File: src/rtl/hazard_stall_ctrl_if.sv
// Signal bundle between the pipeline datapath and hazard_stall_ctrl.
// Perf_StallCnt exists only when HAZARD_PERF_EN is defined.
interface hazard_stall_ctrl_if #(
  parameter int CNT_W = 4
);
  logic [4:0]       D_Rs;
  logic [4:0]       D_Rt;
  logic [1:0]       D_TuseRs;
  logic [1:0]       D_TuseRt;
  logic             D_IsMD;
  logic [4:0]       E_A3;
  logic [4:0]       M_A3;
  logic             E_RegWrite;
  logic             M_RegWrite;
  logic [1:0]       E_Tnew;
  logic [1:0]       M_Tnew;
  logic             E_MDStart;
  logic             E_MDIsDiv;
  logic             Req;
  logic             Stall;
  logic             MD_Busy;
  logic [CNT_W-1:0] MD_Count;
  // Debug view of the MDU countdown FSM: 1 = BUSY, 0 = IDLE.
  logic             MD_State;
`ifdef HAZARD_PERF_EN
  logic [31:0]      Perf_StallCnt;
`endif

  modport master (
    output D_Rs, D_Rt, D_TuseRs, D_TuseRt, D_IsMD,
    output E_A3, M_A3, E_RegWrite, M_RegWrite, E_Tnew, M_Tnew,
    output E_MDStart, E_MDIsDiv, Req,
`ifdef HAZARD_PERF_EN
    input  Perf_StallCnt,
`endif
    input  Stall, MD_Busy, MD_Count, MD_State
  );

  modport slave (
    input  D_Rs, D_Rt, D_TuseRs, D_TuseRt, D_IsMD,
    input  E_A3, M_A3, E_RegWrite, M_RegWrite, E_Tnew, M_Tnew,
    input  E_MDStart, E_MDIsDiv, Req,
`ifdef HAZARD_PERF_EN
    output Perf_StallCnt,
`endif
    output Stall, MD_Busy, MD_Count, MD_State
  );
endinterface

File: src/rtl/hazard_stall_ctrl.sv
// Tuse/Tnew stall detection plus MDU busy countdown for the 5-stage pipeline.
// Optional saturating stall counter enabled by defining HAZARD_PERF_EN.
module hazard_stall_ctrl #(
  parameter int MULT_CYCLES = 5,
  parameter int DIV_CYCLES  = 10,
  parameter int CNT_W       = 4
) (
  input  logic          clk,
  input  logic          reset_n,
  hazard_stall_ctrl_if.slave bus
);

  typedef enum logic {
    S_IDLE = 1'b0,
    S_BUSY = 1'b1
  } md_state_e;

  md_state_e        r_state;
  md_state_e        w_state_nxt;
  logic [CNT_W-1:0] r_count;
  logic [CNT_W-1:0] w_count_nxt;
  logic [CNT_W-1:0] w_load_val;
  logic             w_start;
  logic             w_stall_rs;
  logic             w_stall_rt;
  logic             w_stall_md;
  logic             w_md_busy;
  logic             w_stall;

  // Register $0 is hard-wired to zero, so it can never be a real dependency.
  assign w_stall_rs = (bus.D_Rs != 5'd0) &&
                      ((bus.E_RegWrite && (bus.E_A3 == bus.D_Rs) && (bus.D_TuseRs < bus.E_Tnew)) ||
                       (bus.M_RegWrite && (bus.M_A3 == bus.D_Rs) && (bus.D_TuseRs < bus.M_Tnew)));
  assign w_stall_rt = (bus.D_Rt != 5'd0) &&
                      ((bus.E_RegWrite && (bus.E_A3 == bus.D_Rt) && (bus.D_TuseRt < bus.E_Tnew)) ||
                       (bus.M_RegWrite && (bus.M_A3 == bus.D_Rt) && (bus.D_TuseRt < bus.M_Tnew)));

  assign w_start    = bus.E_MDStart && !bus.Req;
  assign w_load_val = bus.E_MDIsDiv ? CNT_W'(DIV_CYCLES) : CNT_W'(MULT_CYCLES);

  // Busy includes the start cycle itself; held low while reset is asserted.
  assign w_md_busy  = reset_n && ((r_count != '0) || w_start);
  assign w_stall_md = bus.D_IsMD && w_md_busy;
  assign w_stall    = (w_stall_rs || w_stall_rt || w_stall_md) && !bus.Req;

  always_ff @(posedge clk or negedge reset_n) begin
    if (!reset_n) begin
      r_state <= S_IDLE;
      r_count <= '0;
    end else begin
      r_state <= w_state_nxt;
      r_count <= w_count_nxt;
    end
  end

  always_comb begin
    w_state_nxt = r_state;
    w_count_nxt = r_count;
    case (r_state)
      S_IDLE: begin
        if (w_start) begin
          w_count_nxt = w_load_val;
          w_state_nxt = S_BUSY;
        end
      end
      S_BUSY: begin
        if (w_start) begin
          w_count_nxt = w_load_val;
          w_state_nxt = S_BUSY;
        end else if (r_count <= CNT_W'(1)) begin
          w_count_nxt = '0;
          w_state_nxt = S_IDLE;
        end else begin
          w_count_nxt = r_count - CNT_W'(1);
        end
      end
      default: begin
        w_count_nxt = '0;
        w_state_nxt = S_IDLE;
      end
    endcase
  end

  assign bus.Stall    = w_stall;
  assign bus.MD_Busy  = w_md_busy;
  assign bus.MD_Count = r_count;
  assign bus.MD_State = (r_state == S_BUSY);

`ifdef HAZARD_PERF_EN
  logic [31:0] r_perf_cnt;

  always_ff @(posedge clk or negedge reset_n) begin
    if (!reset_n) begin
      r_perf_cnt <= '0;
    end else if (w_stall && (r_perf_cnt != 32'hFFFF_FFFF)) begin
      r_perf_cnt <= r_perf_cnt + 32'd1;
    end
  end

  assign bus.Perf_StallCnt = r_perf_cnt;
`endif

endmodule

File: src/flat_wrapper.sv
// flat-port wrapper written by rule: the top's interface ports become plain ports
module hazard_stall_ctrl_flat 
#(
  parameter int MULT_CYCLES = 5,
  parameter int DIV_CYCLES  = 10,
  parameter int CNT_W       = 4
)
  (clk, reset_n, bus_D_Rs, bus_D_Rt, bus_D_TuseRs, bus_D_TuseRt, bus_D_IsMD, bus_E_A3, bus_M_A3, bus_E_RegWrite, bus_M_RegWrite, bus_E_Tnew, bus_M_Tnew, bus_E_MDStart, bus_E_MDIsDiv, bus_Req, bus_Stall, bus_MD_Busy, bus_MD_Count, bus_MD_State);
  hazard_stall_ctrl_if #(.CNT_W(CNT_W)) bus_i ();
  input  logic clk;
  input  logic reset_n;
  input wire logic [$bits(bus_i.D_Rs)-1:0] bus_D_Rs;
  input wire logic [$bits(bus_i.D_Rt)-1:0] bus_D_Rt;
  input wire logic [$bits(bus_i.D_TuseRs)-1:0] bus_D_TuseRs;
  input wire logic [$bits(bus_i.D_TuseRt)-1:0] bus_D_TuseRt;
  input wire logic [$bits(bus_i.D_IsMD)-1:0] bus_D_IsMD;
  input wire logic [$bits(bus_i.E_A3)-1:0] bus_E_A3;
  input wire logic [$bits(bus_i.M_A3)-1:0] bus_M_A3;
  input wire logic [$bits(bus_i.E_RegWrite)-1:0] bus_E_RegWrite;
  input wire logic [$bits(bus_i.M_RegWrite)-1:0] bus_M_RegWrite;
  input wire logic [$bits(bus_i.E_Tnew)-1:0] bus_E_Tnew;
  input wire logic [$bits(bus_i.M_Tnew)-1:0] bus_M_Tnew;
  input wire logic [$bits(bus_i.E_MDStart)-1:0] bus_E_MDStart;
  input wire logic [$bits(bus_i.E_MDIsDiv)-1:0] bus_E_MDIsDiv;
  input wire logic [$bits(bus_i.Req)-1:0] bus_Req;
  output wire logic [$bits(bus_i.Stall)-1:0] bus_Stall;
  output wire logic [$bits(bus_i.MD_Busy)-1:0] bus_MD_Busy;
  output wire logic [$bits(bus_i.MD_Count)-1:0] bus_MD_Count;
  output wire logic [$bits(bus_i.MD_State)-1:0] bus_MD_State;
  assign bus_i.D_Rs = bus_D_Rs;
  assign bus_i.D_Rt = bus_D_Rt;
  assign bus_i.D_TuseRs = bus_D_TuseRs;
  assign bus_i.D_TuseRt = bus_D_TuseRt;
  assign bus_i.D_IsMD = bus_D_IsMD;
  assign bus_i.E_A3 = bus_E_A3;
  assign bus_i.M_A3 = bus_M_A3;
  assign bus_i.E_RegWrite = bus_E_RegWrite;
  assign bus_i.M_RegWrite = bus_M_RegWrite;
  assign bus_i.E_Tnew = bus_E_Tnew;
  assign bus_i.M_Tnew = bus_M_Tnew;
  assign bus_i.E_MDStart = bus_E_MDStart;
  assign bus_i.E_MDIsDiv = bus_E_MDIsDiv;
  assign bus_i.Req = bus_Req;
  assign bus_Stall = bus_i.Stall;
  assign bus_MD_Busy = bus_i.MD_Busy;
  assign bus_MD_Count = bus_i.MD_Count;
  assign bus_MD_State = bus_i.MD_State;
  hazard_stall_ctrl #(.MULT_CYCLES(MULT_CYCLES), .DIV_CYCLES(DIV_CYCLES), .CNT_W(CNT_W)) u_core (.clk(clk), .reset_n(reset_n), .bus(bus_i));
endmodule
File: config.mk
export PLATFORM = sky130hd
export DESIGN_NAME = hazard_stall_ctrl_flat
export DESIGN_NICKNAME = d
export VERILOG_FILES = /design/src/rtl/hazard_stall_ctrl_if.sv /design/src/rtl/hazard_stall_ctrl.sv /design/src/flat_wrapper.sv
export SDC_FILE = /design/constraint.sdc
export NUM_CORES = 1
export LEC_CHECK = 0
export BUFFER_PORTS_ARGS = -buffer_cell sky130_fd_sc_hd__buf_2
export CORE_MARGIN = 2
export CORE_UTILIZATION = 30
export CTS_BUF_LIST = sky130_fd_sc_hd__clkbuf_4 sky130_fd_sc_hd__clkbuf_8
export DETAILED_ROUTE_END_ITERATION = 10
export GPL_ROUTABILITY_DRIVEN = 0
export PLACE_DENSITY = 0.63
export SYNTH_ARGS = -nofsm -noshare
export SYNTH_HDL_FRONTEND = slang
export SYNTH_SLANG_ARGS = --single-unit
export TNS_END_PERCENT = 10
File: constraint.sdc
create_clock -name clk -period 1.6 [get_ports clk]
set_clock_uncertainty 0.15 [all_clocks]
set_input_delay 0.16 -clock clk [delete_from_list [all_inputs] [get_ports clk]]
set_output_delay 0.16 -clock clk [all_outputs]
set_load 0.01 [all_outputs]
Word-level counts from Yosys, hierarchy flattened
Cells that the tools add are included.
{"block": "classes", "addsub": 1, "magnitude_cmp": 5, "n_eq_ne": 5, "muxes": 9, "bitwise": 1, "reduce_logical": 23}
{"operator": "5-bit equality test", "n": 4}
{"operator": "4-bit two-way mux", "n": 4}
{"operator": "1-bit logical AND", "n": 14}
{"operator": "5-bit nonzero test", "n": 2}
{"operator": "2-bit < comparator", "n": 4}
{"operator": "4-bit case mux with 2 select lines", "n": 1}
{"operator": "1-bit logical OR", "n": 5}
{"operator": "4-bit by 1-bit <= comparator with 1-bit output, second input constant", "n": 1}
{"operator": "4-bit nonzero test", "n": 1}
{"operator": "4-bit by 1-bit subtractor with 4-bit output, second input constant", "n": 1}
{"operator": "1-bit two-way mux", "n": 3}
{"operator": "2-bit by 1-bit != test with 1-bit output, second input constant", "n": 1}
{"operator": "1-bit case mux with 2 select lines", "n": 1}
{"operator": "1-bit zero test", "n": 1}
{"operator": "1-bit NOT", "n": 1}
{"block": "word_totals", "register_bits": 5, "out_inout_bits": 7}

Depth between registers and ports, before layout
Gate-level depths: netlist (run 1).
{"block": "depth", "ltp_word": 8, "mapped_depth": 7}

Worst setup path after synthesis (run 1)
OpenSTA, ideal clock, no wires.
{"block": "synth_path", "path_kind": "reg2reg", "startpoint": "reg u_core.r_count[0], in the netlist u_core.bus.MD_Count[0]", "endpoint": "reg u_core.r_count[0], in the netlist u_core.bus.MD_Count[0]", "setup_ns": 0.119, "arrival_ns": 1.363, "path_slack_ns": -0.031, "path_stages_with_launch": 7, "cell_sequence": "dfrtp_1 -> inv_1 -> ha_1 -> nor2_1 -> o31ai_1 -> mux2i_1 -> o21a_1"}
{"block": "synth_between", "elab_chain_cells": 4}
{"element": "start: declaration", "line_no": "hazard_stall_ctrl.sv:20", "source": "logic [CNT_W-1:0] r_count;"}
{"element": "start signal: assignment", "line_no": "hazard_stall_ctrl.sv:52", "source": "r_count <= w_count_nxt;"}
{"element": "4-bit by 1-bit subtractor with 4-bit output / 4-bit by 1-bit <= comparator with 1-bit output (equally long branches)", "line_no": "hazard_stall_ctrl.sv:74, hazard_stall_ctrl.sv:70"}
{"element": "4-bit two-way mux *", "line_no": "hazard_stall_ctrl.sv:70", "source": "end else if (r_count <= CNT_W'(1)) begin"}
{"element": "4-bit two-way mux *", "line_no": "hazard_stall_ctrl.sv:67", "source": "if (w_start) begin"}
{"element": "4-bit case mux with 2 select lines *", "line_no": "hazard_stall_ctrl.sv:59", "source": "case (r_state)"}
Mark *: on every way between the ends. The rest lies on a longest branch, timed or not.
A chain may end at the register's enable or synchronous reset.

Final worst setup path (run 1)
{"block": "layout_path", "startpoint": "in bus_D_TuseRt[1]", "endpoint": "out bus_Stall"}
{"block": "layout_between", "elab_chain_cells": 7}
{"element": "start: declaration", "line_no": "flat_wrapper.sv:15", "source": "input wire logic [$bits(bus_i.D_TuseRt)-1:0] bus_D_TuseRt;"}
{"element": "2-bit < comparator (on tied branches)", "line_no": "hazard_stall_ctrl.sv:35, hazard_stall_ctrl.sv:36"}
{"element": "1-bit logical AND (on tied branches)", "line_no": "hazard_stall_ctrl.sv:35, hazard_stall_ctrl.sv:36"}
{"element": "1-bit logical OR *", "line_no": "hazard_stall_ctrl.sv:35", "source": "((bus.E_RegWrite && (bus.E_A3 == bus.D_Rt) && (bus.D_TuseRt < bus.E_Tnew)) ||"}
{"element": "1-bit logical AND *", "line_no": "hazard_stall_ctrl.sv:34", "source": "assign w_stall_rt = (bus.D_Rt != 5'd0) &&"}
{"element": "1-bit logical OR * (2 in series)", "line_no": "hazard_stall_ctrl.sv:44", "source": "assign w_stall = (w_stall_rs || w_stall_rt || w_stall_md) && !bus.Req;"}
{"element": "1-bit logical AND *", "line_no": "hazard_stall_ctrl.sv:44"}
{"element": "end: declaration", "line_no": "flat_wrapper.sv:26", "source": "output wire logic [$bits(bus_i.Stall)-1:0] bus_Stall;"}
Marked as above.

==> qor.txt, run 1 <==
Crit path largest cell delay: 0.31 ns
CP max stage cell: a2111oi_2
Synth Instances: 80
core area: 0.00219 sq mm
Area growth, synth to finish: 66.6%
Netlist cell types: 25
H-Tree Level Count: 1
post-synth top area share: 18.1%
synth top area cells: dfrtp_1 (18%), xnor2_1 (15%), ha_1 (11%)
starting density of the core: 31.6%
data required time of the worst path: 1.29 ns
post-route antenna net violation count: 0
crit-path max FO: 2
Crit Path Category: in -> out
RSZ-0062 raised after global routing: yes
first-pass GRT wire length: 3690 um
fin crit share: 112%
Worst-Skew Late Latency: 0.24 ns
Max VDD drop: 0.730 mV
flops & latches, synth: 5
CTS tree: done
initial antenna violation count: 0
average wire per standard cell: 13.3 um
final setup margin: -0.193 ns
commonest non-fill, non-tap cell in the layout: buf_2
drt via density: 4.94
crit path cell chain: buf_6 -> buf_6 -> ha_4 -> nor2b_2 -> nand4_1 -> a2111oi_2 -> o22ai_1 -> a31oi_1 -> buf_2
share of cells above drive strength 1: 51.1%
WP data arrival: 1.48 ns
minimum clock period: 1.79 ns
Synth area leader: dfrtp_1
Crit. End Element: primary output
Final nets: 180
WL final: 2200 um
run status: complete, but fails checks
total clock sinks: 5
startpoint types: input port
most used cell, CP: buf_6
vias in the first global route: 894
Synthesis Warnings: 0
Ant. Diodes: 0
clock slew at reported path FFs: 0.05 ns
Final Power: 1.22 mW
Hold Path Class: in -> reg
number of max-cap violations: 0
Residual DRC: 0
gr usage total: 17.8%
TritonRoute pass-1 iters: 4
Syn Area/Cell: 8.66 sq um
die area: 0.00271 sq mm
actual slew at the worst max-slew pin: 0.268 ns
HPWL reported at the end of detailed placement: 1760 um
remaining global-route overflow: 0
I/O pins: 43
Die W: 52.1 um
Die Height: 52.1 um
Leak: 0.516 nW
Critical path buffers and inverters: 3
Rows: 17
Port Buffer Count: 42
CP top delay family: compound AO/OA/AOI/OAI gates
Num CTS Buffers: 3
most frequent cells in the layout: buf_2 (40), xnor2_1 (12), xor2_1 (8), buf_4 (8), nand2b_1 (6)
FILL cells: 201
P per Cell Area: 1060 mW/mm^2
mapped cell area: 693 sq um
Syn Nets: 122
Max Fclk: 558 MHz
maximum clock insertion buffer count: 2
largest net degree at the start of global routing: 7
final setup fails: 5
violated checks: setup timing
CTS root buffer: clkbuf_4
Final Hold Viols: 0
post-synthesis sequential area ratio: 18.1%
max-slew violations: 0
relative slew slack: 82.1%
pre-CTS setup slack: -0.197 ns
routed via count: 815
drt initial violations: 8
area by class of cell:
type,instances,area [sq um],share of cell area (%)
flip-flops and latches,5,125,10.8
clock buffers,4,30.0,2.60
well taps,28,35.0,3.03
repair buffers,53,314,27.2
multi-input cells,70,632,54.7
inverters,5,18.8,1.63
cells by family (layout without fill, tap and decap cells):
group	after synthesis	after routing	synth area share, %
flops	5	5	18.1
xor+xnor	20	20	25.3
fa+ha+maj	6	6	10.8
mux	1	1	1.44
buf+inv	5	62	2.71
compound gates	18	18	21.3
simple gates	25	25	20.4
sequential cells by signal, summed over array words and instances, names as in the netlist:
register and flops:
u_core.bus.MD_Count 4, u_core.bus.MD_State 1
worst paths after layout:
path                                                     from                                  to  slack [ns]  cells after the start
min reg2reg                u_core.bus.MD_Count[2]$_DFFE_PN0P_       u_core.bus.MD_State$_DFF_PN0_        0.52                      2
min in group asynchronous                             reset_n       u_core.bus.MD_State$_DFF_PN0_        0.18                      2
min                                             bus_E_MDStart       u_core.bus.MD_State$_DFF_PN0_        0.05                      3
max                                           bus_D_TuseRt[1]                           bus_Stall       -0.19                      9
max reg2reg                u_core.bus.MD_Count[1]$_DFFE_PN0P_  u_core.bus.MD_Count[0]$_DFFE_PN0P_       -0.03                      8
max in group asynchronous                             reset_n  u_core.bus.MD_Count[1]$_DFFE_PN0P_        0.91                      2
tightest hold or removal path, delay by kind of cell:
family	cells	cell delay, ns
buffers and inverters	1	0.09
and+or+nand+nor	2	0.15
per-layer routing:
| layer | vias up | track usage (%) | share of wire [%] |
|---|---|---|---|
| li1 | 404 | - | - |
| met5 | - | 0 | 0 |
| met3 | 6 | 1.44 | 1.7 |
| met1 | 389 | 21.4 | 44 |
| met2 | 16 | 32.1 | 53 |
| met4 | 0 | 7.02 | 2.2 |
timing repair:
item	CTS	global route
hold buffers	2	0
endpoints found under the hold margin	6	0
cloned	0	0
pin swaps	4	8
setup endpoints to repair	2	5
buffers inserted	4	0
gates resized for setup	10	12
synth_stat cells:
cell,number
nand2b_1,6
o21a_1,1
xnor2_1,12
nand4_1,4
inv_1,5
dfrtp_1,5
xor2_1,8
a2111oi_2,1
mux2i_1,1
nor2_1,2
a31oi_1,1
or4_1,2
a2111oi_1,1
o21ai_1,1
ha_1,6
o21ai_0,3
nor2b_1,5
a21oi_1,3
o22ai_1,2
o31ai_1,1
o31a_1,2
or3_1,1
a2111oi_4,1
nand2_1,5
a2111oi_0,1
per-stage QoR:
stage | instance area [sq um] | hold WS, ns | utilization (%) | instances | TNS (ns)
floorplan | 698 | -0.286 | - | 80 | 0
global placement | 981 | -0.163 | 44.8 | 155 | -0.221
detailed placement | 981 | -0.159 | 44.8 | 155 | -0.197
CTS | 1100 | 0.0154 | 50.3 | 165 | -0.445
global route | 1150 | 0.0729 | 52.7 | 165 | -0.825
finish | 1150 | 0.0460 | 52.7 | 165 | -0.373
report_power, final:
group | total (mW) | switching, mW | leakage, nW | internal, mW
logic | 0.781 | 0.372 | 0.439 | 0.409
clock network | 0.160 | 0.0493 | 0.0184 | 0.111
registers | 0.280 | 0.0898 | 0.0587 | 0.190
(Power assumes the default switching activity.)
==> run 2, diff against run 1 <==
--- a/constraint.sdc
+++ b/constraint.sdc
@@ -3,3 +3,3 @@
 set_input_delay 0.16 -clock clk [delete_from_list [all_inputs] [get_ports clk]]
 set_output_delay 0.16 -clock clk [all_outputs]
-set_load 0.01 [all_outputs]
+set_load 0.05 [all_outputs]
==> run 2 against run 1 <==
  * The flow still finishes with violations (setup timing)
  * Power rose by 30%
  * Setup slack got worse by 0.037 ns
  * Cell area rose by 9.2%
  * Cell count rose by 1.8%
==> qor.txt, run 2 (synthesis results as in run 1) <==
I/O pins: 43 (unchanged)
vias in the first global route: 832 (-6.9%)
relative slew slack: 80.6% (-1.5 points)
met1 usage: 17.0% (-4.4 points)
sequential power share: 17.6% (-5.3 points)
P per Cell Area: 1250 mW/mm^2 (+19%)
share of cells above drive strength 1: 59.3% (+8.2 points)
H-Tree Level Count: 1 (unchanged)
Leak: 0.540 nW (+4.6%)
WP data arrival: 1.52 ns (+0.04 ns)
starting density of the core: 31.6% (unchanged)
combinational share of power: 72.1% (+8.1 points)
initial antenna violation count: 0 (unchanged)
minimum clock period: 1.83 ns (+0.0368 ns)
M3 GR Usage: 1.15% (-0.29 points)
post-route antenna net violation count: 0 (unchanged)
Port Buffer Count: 42 (unchanged)
startpoint types: flip-flop
clock slew at reported path FFs: 0.04 ns (about the same)
Switching Share: 48.1% (+6.3 points)
Max Fclk: 546 MHz (-2.0%)
remaining global-route overflow: 0 (unchanged)
total clock sinks: 5 (unchanged)
register area: 129 sq um (+3.0%)
routed via count: 827 (+1.5%)
Die W: 52.1 um (unchanged)
largest net degree at the start of global routing: 7 (unchanged)
max-slew violations: 0 (unchanged)
final setup fails: 6 (+1)
first-pass GRT wire length: 3310 um (-10%)
Final nets: 183 (+1.7%)
Num CTS Buffers: 3 (unchanged)
crit-path max FO: 2 (unchanged)
Crit Path Category: reg -> out
final setup margin: -0.230 ns (-0.0368 ns)
most frequent cells in the layout: buf_2 (40), xnor2_1 (12), buf_4 (12), xor2_1 (8), nand2b_1 (5)
RSZ-0062 raised after global routing: yes
clock network fraction of design power: 10.3% (-2.8 points)
grt peak-use layer: met2
Internal Pwr Total: 0.821 mW (+16%)
CTS tree: done
global-route met2 utilization: 32.9% (+0.84 points)
violated checks: setup timing
run status: complete, but fails checks
Final Power: 1.58 mW (+30%)
fin crit share: 114% (+2.3 points)
gr usage total: 16.2% (-1.6 points)
core area: 0.00219 sq mm (unchanged)
number of max-cap violations: 0 (unchanged)
Area growth, synth to finish: 81.9%
TritonRoute pass-1 iters: 4 (unchanged)
Layout Utilization: 57.6% (+4.9 points)
commonest non-fill, non-tap cell in the layout: buf_2
Worst-Skew Late Latency: 0.24 ns (about the same)
drt via density: 4.92 (-0.34%)
Final Hold Viols: 0 (unchanged)
Residual DRC: 0 (unchanged)
Die Height: 52.1 um (unchanged)
WL final: 2130 um (-2.9%)
Rows: 17 (unchanged)
average wire per standard cell: 12.7 um (-4.6%)
die area: 0.00271 sq mm (unchanged)
maximum clock insertion buffer count: 2 (unchanged)
drt initial violations: 9 (+1)
HPWL reported at the end of detailed placement: 1740 um (-1.5%)
final hold slack: 0.0355 ns (-0.0105 ns)
data required time of the worst path: 1.29 ns (about the same)
FILL cells: 193 (-4.0%)
CTS root buffer: clkbuf_4
Max VDD drop: 1.04 mV (+42%)
Ant. Diodes: 0 (unchanged)
Hold Path Class: in -> reg
actual slew at the worst max-slew pin: 0.291 ns (+0.0235 ns)
Crit. End Element: primary output
max FFs per register: 4 (unchanged)
area of the multi-input gates: 716 sq um (+13%)
P_sw: 0.762 mW (+49%)
## run 2: cell types whose count changed in the layout (fill, tap and decap cells not counted), sizes merged
cell / change
buf: +3
## run 2: path summary, 6_finish.rpt
kind	from	to	slack (ns)	depth (start not counted)
min	bus_E_MDStart	u_core.bus.MD_State$_DFF_PN0_	0.04	3
max in group asynchronous	reset_n	u_core.bus.MD_Count[2]$_DFFE_PN0P_	0.90	2
max reg2reg	u_core.bus.MD_Count[0]$_DFFE_PN0P_	u_core.bus.MD_Count[3]$_DFFE_PN0P_	-0.19	9
min in group asynchronous	reset_n	u_core.bus.MD_Count[3]$_DFFE_PN0P_	0.18	2
min reg2reg	u_core.bus.MD_Count[2]$_DFFE_PN0P_	u_core.bus.MD_Count[2]$_DFFE_PN0P_	0.48	2
max	u_core.bus.MD_Count[1]$_DFFE_PN0P_	bus_Stall	-0.23	7
## run 2: layer usage
layer / part of all wire, % / wire [um]
met5: 0 / 0
met2: 57 / 1220
met1: 37 / 792
met4: 1.4 / 29
met3: 4.4 / 93
## run 2: metrics by stage
step / setup TNS (ns) / instances / instance area, sq um / setup WS [ns]
after floorplan: -0.501 / 80 / 743 / -0.248
after global placement: -0.425 / 157 / 1040 / -0.385
after detailed placement: -0.601 / 157 / 1040 / -0.364
after CTS: -0.938 / 166 / 1130 / -0.239
after global routing: -1.34 / 168 / 1260 / -0.291
final: -0.898 / 168 / 1260 / -0.230
## run 2: cell type report
class / instances / share of cell area (%)
Sequential cell: 5 / 10.2
Tap cell: 28 / 2.78
Clock buffer: 4 / 2.38
Multi-Input combinational cell: 70 / 56.7
Inverter: 5 / 1.49
Timing Repair Buffer: 56 / 26.4
## run 2: critical path: stages, from the launching register on
cell and delay (ns):
dfrtp_2 0.40, inv_2 0.08, ha_4 0.15, nand2b_4 0.06
o31a_4 0.29, nand2_4 0.06, a31oi_4 0.08, buf_6 0.16
## run 2: power by group through the flow
stage	registers, mW	logic, mW	clock network, mW
after global placement	0.265	0.926	0
after global routing	0.288	1.24	0.173
final	0.279	1.14	0.164
after detailed placement	0.269	0.949	0
after CTS	0.266	1.02	0.167
after floorplan	0.487	0.384	0
## run 2: what timing repair did
action / CTS / global route
endpoints found under the setup margin: 5 / 6
setup buffers: 3 / 2
resized for setup: 5 / 20
pin swaps: 3 / 11
hold endpoints to repair: 6 / 0
hold buffers: 2 / 0
gates cloned: 0 / 0
